==> config.mk <==
export PLATFORM = sky130hd
export DESIGN_NAME = cond_logic
export DESIGN_NICKNAME = d
export VERILOG_FILES = /design/src/rtl/cond_pkg.sv /design/src/rtl/cond_check.sv /design/src/rtl/cond_logic.sv
export SDC_FILE = /design/constraint.sdc
export NUM_CORES = 1
export LEC_CHECK = 0
export ABC_AREA = 1
export BUFFER_PORTS_ARGS = -buffer_cell sky130_fd_sc_hd__buf_2
export CORE_AREA = 2 2 39 41
export DETAILED_ROUTE_END_ITERATION = 6
export DIE_AREA = 0 0 41 43
export PLACE_DENSITY_LB_ADDON = 0.25
export SLEW_MARGIN = 20
export SYNTH_ARGS = -nofsm -noshare
export SYNTH_HDL_FRONTEND = slang
export SYNTH_SLANG_ARGS = --single-unit
==> constraint.sdc <==
create_clock -name clk -period 2.5 [get_ports clk]
set_input_delay 0.375 -clock clk [delete_from_list [all_inputs] [get_ports clk]]
set_output_delay 0.375 -clock clk [all_outputs]
set_load 0.01 [all_outputs]
==> src/rtl/cond_pkg.sv <==
// Shared definitions for the conditional-execution stage: condition
// encodings, NZCV bit positions and FlagW enable bit positions.
package cond_pkg;

  localparam logic [3:0] COND_EQ = 4'b0000;
  localparam logic [3:0] COND_NE = 4'b0001;
  localparam logic [3:0] COND_CS = 4'b0010;
  localparam logic [3:0] COND_CC = 4'b0011;
  localparam logic [3:0] COND_MI = 4'b0100;
  localparam logic [3:0] COND_PL = 4'b0101;
  localparam logic [3:0] COND_VS = 4'b0110;
  localparam logic [3:0] COND_VC = 4'b0111;
  localparam logic [3:0] COND_HI = 4'b1000;
  localparam logic [3:0] COND_LS = 4'b1001;
  localparam logic [3:0] COND_GE = 4'b1010;
  localparam logic [3:0] COND_LT = 4'b1011;
  localparam logic [3:0] COND_GT = 4'b1100;
  localparam logic [3:0] COND_LE = 4'b1101;
  localparam logic [3:0] COND_AL = 4'b1110;

  localparam int FLAG_N = 3;
  localparam int FLAG_Z = 2;
  localparam int FLAG_C = 1;
  localparam int FLAG_V = 0;

  localparam int FW_NZ = 1;
  localparam int FW_CV = 0;

endpackage

==> src/rtl/cond_check.sv <==
// Combinational condition evaluator: compares a 4-bit condition field
// against a registered NZCV value. Encoding 1111 behaves as AL.
module cond_check
  import cond_pkg::*;
(
  input  logic [3:0] Cond,
  input  logic [3:0] Flags,
  output logic       CondEx
);

  logic n;
  logic z;
  logic c;
  logic v;

  assign n = Flags[FLAG_N];
  assign z = Flags[FLAG_Z];
  assign c = Flags[FLAG_C];
  assign v = Flags[FLAG_V];

  // Decode the condition field into a single pass/fail bit
  always_comb begin
    CondEx = 1'b1;
    case (Cond)
      COND_EQ: CondEx = z;
      COND_NE: CondEx = ~z;
      COND_CS: CondEx = c;
      COND_CC: CondEx = ~c;
      COND_MI: CondEx = n;
      COND_PL: CondEx = ~n;
      COND_VS: CondEx = v;
      COND_VC: CondEx = ~v;
      COND_HI: CondEx = c & ~z;
      COND_LS: CondEx = ~c | z;
      COND_GE: CondEx = (n == v);
      COND_LT: CondEx = (n != v);
      COND_GT: CondEx = ~z & (n == v);
      COND_LE: CondEx = z | (n != v);
      default: CondEx = 1'b1;
    endcase
  end

endmodule

==> src/rtl/cond_logic.sv <==
// Conditional-execution stage: owns the NZCV flag register, evaluates the
// instruction condition against it and gates the PC/register/memory writes.
// Optional statistics counters are compiled in with `define COND_STATS_EN.
module cond_logic
  import cond_pkg::*;
#(
  parameter logic [3:0] FLAG_RST = 4'b0000
`ifdef COND_STATS_EN
  ,
  parameter int CNT_W = 32
`endif
)
(
  input  logic             clk,
  input  logic             reset,
  input  logic [3:0]       Cond,
  input  logic [3:0]       ALUFlags,
  input  logic [1:0]       FlagW,
  input  logic             PCS,
  input  logic             RegW,
  input  logic             MemW,
  input  logic             NoWrite,
  input  logic             Stall,
  output logic             PCSrc,
  output logic             RegWrite,
  output logic             MemWrite,
  output logic             CondEx,
  output logic [3:0]       Flags
`ifdef COND_STATS_EN
  ,
  output logic [CNT_W-1:0] ExecCount,
  output logic [CNT_W-1:0] SquashCount
`endif
);

  logic [3:0] flags_q;
  logic       cond_ex;
  logic       active;

  // The condition always sees last cycle's flags; no same-cycle bypass.
  cond_check u_cond_check (
    .Cond   (Cond),
    .Flags  (flags_q),
    .CondEx (cond_ex)
  );

  assign active   = ~reset & ~Stall;
  assign CondEx   = cond_ex;
  assign Flags    = flags_q;
  assign PCSrc    = PCS  & cond_ex & active;
  assign RegWrite = RegW & cond_ex & ~NoWrite & active;
  assign MemWrite = MemW & cond_ex & active;

  // Flag register: NZ and CV halves update independently, only for
  // instructions that pass their condition and are not stalled.
  always_ff @(posedge clk) begin
    if (reset) begin
      flags_q <= FLAG_RST;
    end else if (~Stall & cond_ex) begin
      if (FlagW[FW_NZ] == 1'b1) begin
        flags_q[FLAG_N] <= ALUFlags[FLAG_N];
        flags_q[FLAG_Z] <= ALUFlags[FLAG_Z];
      end
      if (FlagW[FW_CV] == 1'b1) begin
        flags_q[FLAG_C] <= ALUFlags[FLAG_C];
        flags_q[FLAG_V] <= ALUFlags[FLAG_V];
      end
    end
  end

`ifdef COND_STATS_EN
  logic [CNT_W-1:0] exec_cnt;
  logic [CNT_W-1:0] squash_cnt;

  assign ExecCount   = exec_cnt;
  assign SquashCount = squash_cnt;

  // Every issued (non-stalled) instruction lands in exactly one counter
  always_ff @(posedge clk) begin
    if (reset) begin
      exec_cnt   <= '0;
      squash_cnt <= '0;
    end else if (~Stall) begin
      if (cond_ex) begin
        exec_cnt <= exec_cnt + CNT_W'(1);
      end else begin
        squash_cnt <= squash_cnt + CNT_W'(1);
      end
    end
  end
`endif

endmodule
======== Word-level counts from Yosys, hierarchy flattened ========
Index checks and enable logic that the tools add are counted.
storage, ports and cells
  flip-flop bits (word level) ............. 4
  latch bits .............................. 0
  RAM bits ................................ 0
  memory bits (read-only) ................. 0
  input bits .............................. 17
  output and inout bits ................... 8
  word-level logic and storage cells ...... 41
  memories ................................ 0
cells by class
  $add $sub $neg .......................... 0
  multipliers ............................. 0
  div/mod/pow operators ................... 0
  $lt $le $gt $ge ......................... 0
  equal/unequal tests ..................... 15
  shift-type cells ........................ 0
  muxes and demuxes ....................... 1
  bitwise logic cells ..................... 20
  reduce and logical (&&, ||, !) cells .... 3
operator list
  operator            count
  $eq 4x4->1 const B  6
  $eq 4x3->1 const B  4
  $pmux 1 s14         1
  $and 1x1->1         11
  $eq 4x2->1 const B  2
  $not 1->1           7
  $eq 4x1->1 const B  1
  $logic_not 4->1     1
  $reduce_and 2->1    2
  $or 1x1->1          2
  $eq 1x1->1          1
  $ne 1x1->1          1

======== Longest topological paths before layout ========
  depth after elaboration ................. 6
  mapped depth ............................ 12
  mapped depth without buffers ............ 12

======== Modules after synthesis ========
Synthesis repeated with hierarchy kept, for this count alone.
unflattened totals
  cells, all modules ...................... 85
  area total of the unflattened synthesis .. 415.4 µm²
modules (own cells, without submodules)
  module      times used  cells an instance  area an instance (µm²)  sequential area each (µm²)
  cond_logic  1           35                 210.2                   80.1
  cond_check  1           50                 205.2                   0.0

======== Least setup slack after synthesis ========
Ideal clock, no wire load.
  path kind ............................... register to output
  start point ............................. register flags_q[1] (netlist: Flags[1])
  end point ............................... output MemWrite
  arrival time ............................ 1.167 ns
  required time ........................... 2.125 ns
  slack ................................... 0.958 ns
  stages on the path, launching flop included .. 11
  path buffers ............................ 0
  path through ............................ dfxtp_1 clkinv_1 nand2_1 nand2_1 nand2_1 nand2_1 nor2_2 nor2_2 nand2_4 inv_2 nor2_1
between the ends
  word-level cells in the longest chain between the ends .. 5
  elaborated cells on any way between the ends .. 6
  those cells by class .................... mux: 1; bitwise: 5
RTL lines
  item                               RTL line                            source
  from (decl)                        cond_logic.sv:36                    logic [3:0] flags_q;
  from (signal, indexed assignment)  cond_logic.sv:61                    flags_q[FLAG_N] <= ALUFlags[FLAG_N];
  from (signal, indexed assignment)  cond_logic.sv:62                    flags_q[FLAG_Z] <= ALUFlags[FLAG_Z];
  from (signal, indexed assignment)  cond_logic.sv:65                    flags_q[FLAG_C] <= ALUFlags[FLAG_C];
  $not 1->1                          cond_check.sv:28, cond_check.sv:34
  $or 1x1->1                         cond_check.sv:34                    COND_LS: CondEx = ~c | z;
  $pmux 1 s14 *                      cond_check.sv:24                    case (Cond)
  named net CondEx                   cond_logic.sv:27                    output logic CondEx,
  $and 1x1->1 * (2 in series)        cond_logic.sv:52                    assign MemWrite = MemW & cond_ex & active;
  to (decl)                          cond_logic.sv:26                    output logic MemWrite,
Mark *: on every way through the listed nets, which the timed path passes. The rest lies on a longest branch.

======== Final worst setup path ========
  start point ............................. register flags_q[3] (netlist: Flags[3])
  end point ............................... output PCSrc
between the ends
  word-level cells in the longest chain between the ends .. 5
  elaborated cells on any way between the ends .. 8
  those cells by class .................... eq/ne: 2; mux: 1; bitwise: 5
RTL lines
  item                                       RTL line                            source
  $ne 1x1->1 or $eq 1x1->1 (tied branches)   -
  $or 1x1->1 or $and 1x1->1 (tied branches)  cond_check.sv:38, cond_check.sv:37
  $pmux 1 s14 *                              cond_check.sv:24
  $and 1x1->1 * (2 in series)                cond_logic.sv:50                    assign PCSrc = PCS & cond_ex & active;
  to (decl)                                  cond_logic.sv:24                    output logic PCSrc,
Every way passes the cells marked *; elsewhere a longest branch is shown, timed or not.

==> summary.md <==
## Clocking
* post_cts resized: 0
* clock latency on the worst-skew pair: 0.23 ns
* Num CTS Buffers: 3
* clk sink count: 4
* post-CTS clock slew at the launch and capture registers of the worst setup and hold paths: 0.03 ns
* clock tree from TritonCTS: built
* post-CTS setup buffer count: 0
* library cell used as clock root buffer: clkbuf_4
* Clock Path Buffers: 2
* hold buffer count at CTS: 0
* number of H-tree levels: 1

## Route
* number of nets still failing antenna checks after routing: 0
* Vias/cell: 4.602
* Avg WL per Cell: 8.571 um
* Remaining DRCs: 0
* via count: 612
* Initial DRC Count: 5
* total wire length after detailed routing: 1140 um
* number of iterations in the first detailed-routing pass: 2

## Critical path
* element type at the critical path end: output pin
* data required time of the worst path: 2.12 ns
* beginning of the worst register-to-register path: Flags[3]
* maximum fanout along the worst path: 8
* worst endpoint data arrival time: 1.50 ns
* worst setup path category: flop to output pin
* end of the worst register-to-register path: Flags[0]
* register-to-register setup slack: 1.16 ns
* Worst Setup Start Kind: flop
* cell count of the worst reg-to-reg path: 11

## GRT
* met3 Resource Use GR: 3.141%
* met2 Track Usage GR: 25.31%
* grt met1 use: 14.84%
* maximum number of pins on one net before global-route repair: 9
* initial antenna violation count: 0
* total overflow reported by the global router: 0
* GRT Overall Usage: 14.87%
* vias in the first global route: 522
* GRT busiest layer: met2
* global-route wire length before repair: 1773 um

## Cells and area
* share of layout cells above drive strength 1: 34.19%
* Finished Core Util: 45.75%
* antenna cells: 0
* Net count, final: 136
* flip-flop count of the largest register, all copies and words added: 4
* Non-Filler Cell Area, Final: 633.1 sq um
* Layout area overhead: 34.57%

## Synth
* most instantiated flip-flop cell in the synthesis netlist: dfxtp_1
* leading post-synthesis cells by instance count: nand2_1 (29), inv_1 (16), nor2_1 (13)
* netlist area before placement: 470.5 sq um
* largest cells by area after synthesis: nand2_1 (23%), dfxtp_1 (17%), inv_1 (13%)
* number of instances in the synthesized netlist: 90
* mean area per synthesized cell: 5.227 sq um
* Mapped Nets: 107
* sequential share of the synthesized area: 17.02%
* fraction of synthesis flops using an asynchronous set or reset pin: 0%
* number of synthesized register bits: 4
* post-synth top area cell: nand2_1
* most used standard cell by instance count after synthesis: nand2_1
* number of flops mapped to enable cells by yosys: 0
* Yosys warning total: 0
* unique cell type count in the Yosys netlist: 15
* Synth top area share: 23.14%

## STA
* Setup Viol. Count Final: 0
* Period Utilization, post-route: 74.84%
* count of final hold-check violations: 0
* number of max-slew violations in the final report: 0
* Achievable Freq: 534.5 MHz
* worst-case headroom to the max-slew limit: 87.44%
* slew at the pin with the worst max-slew slack: 0.1881 ns
* Setup TNS Final: 0 ns
* worst clock skew on the final layout: 0.0007879 ns
* unrepaired setup endpoints after global routing: false
* final setup slack of the worst path: 0.6291 ns
* post-layout minimum cycle time: 1.871 ns

## Placed design
* placed wire-length estimate after detailed placement: 999.5 um
* routability-driven placement congestion ratio: 0.6893
* minimum setup slack after placement: 0.7299 ns
* post-placement cell area: 610.6 sq um
* total of buffers placed on input and output ports: 24

## Worst hold path
* start point of the worst hold path: reset
* worst min-delay path class: input pin to flop
* Hold Path Cell Cnt: 4
* sink of the worst hold path: Flags[3]

## Flow run
* max-cap violation count: 0

## Floorplan
* Starting Density: 34.00%
* width of the die: 41 um
* ports placed on the boundary: 25
* core region area: 1384 sq um
* Row Count: 14
* floorplan die area: 1763 sq um
* y dimension of the die: 43 um

## Power
* maximum vdd ir drop: 0.2257 mV
* Lkg Pwr: 0.0003849 uW
* PwrDens: 390.1 nW/um^2

## Outcome
* outcome: completed

through the flow:
| stage | total power [uW] | hold slack [ns] | instances |
|---|---|---|---|
| after floorplan | 135.3 | 0.5549 | 90 |
| after global placement | 169.3 | 0.5592 | 130 |
| after detailed placement | 170.7 | 0.5603 | 130 |
| after CTS | 252.7 | 0.4341 | 133 |
| after global routing | 264.0 | 0.4569 | 133 |
| final | 247.0 | 0.4380 | 133 |
critical path, cell delays in order, from the launching register on:
cell and delay, ns:
dfxtp_1 0.39, inv_2 0.05, nand2_1 0.11, nand3_2 0.11, nand2_1 0.08, nand2_1 0.05
nor2_2 0.12, nand2_4 0.10, inv_2 0.08, nor2_1 0.04, buf_2 0.13
metal layers:
layer  share of wire [%]  wire [um]
met1                  42        483
met3                 7.5         86
met4                   0          0
met2                  50        570
met5                   0          0
layout make-up:
type | count | area, sq um
Clock buffer | 3 | 22.52
Fill cell | 170 | 750.7
Inverter | 21 | 78.83
Multi-Input combinational cell | 65 | 311.5
Sequential cell | 4 | 80.08
Tap cell | 16 | 20.02
Timing Repair Buffer | 24 | 120.1
how the worst max path moves through the flow:
stage | end | slack [ns] | start | depth (start not counted)
2_1_floorplan | MemWrite | 0.96 | Flags[1] | 10
3_3_place_gp | RegWrite | 0.76 | Cond[1] | 12
3_5_place_dp | PCSrc | 0.73 | Cond[1] | 12
4_1_cts | PCSrc | 0.61 | Flags[3] | 10
5_1_grt | PCSrc | 0.51 | Flags[3] | 10
6_report | PCSrc | 0.63 | Flags[3] | 10
kinds of logic after synthesis:
kind of cell / share of synthesized area [%]
and+or+nand+nor: 62.23
DFF: 17.02
AOI/OAI and AO/OA: 3.990
buffers and inverters: 16.76
cell usage in the layout, fill, tap and decap left out, drive strengths merged:
cell type  count
clkbuf         3
nand4          4
nand3b         1
clkinv         2
nor2          17
dfxtp          4
nand3          9
a21oi          3
nand2         31
buf           24
inv           19
report_power, final:
part / internal (uW) / total [uW] / switching [uW]
Clock: 53.5 / 78.3 / 24.7
Combinational: 37.3 / 95.2 / 57.9
Sequential: 69.0 / 73.6 / 4.52
Total: 160 / 247 / 87.2
(Power assumes the default switching activity.)
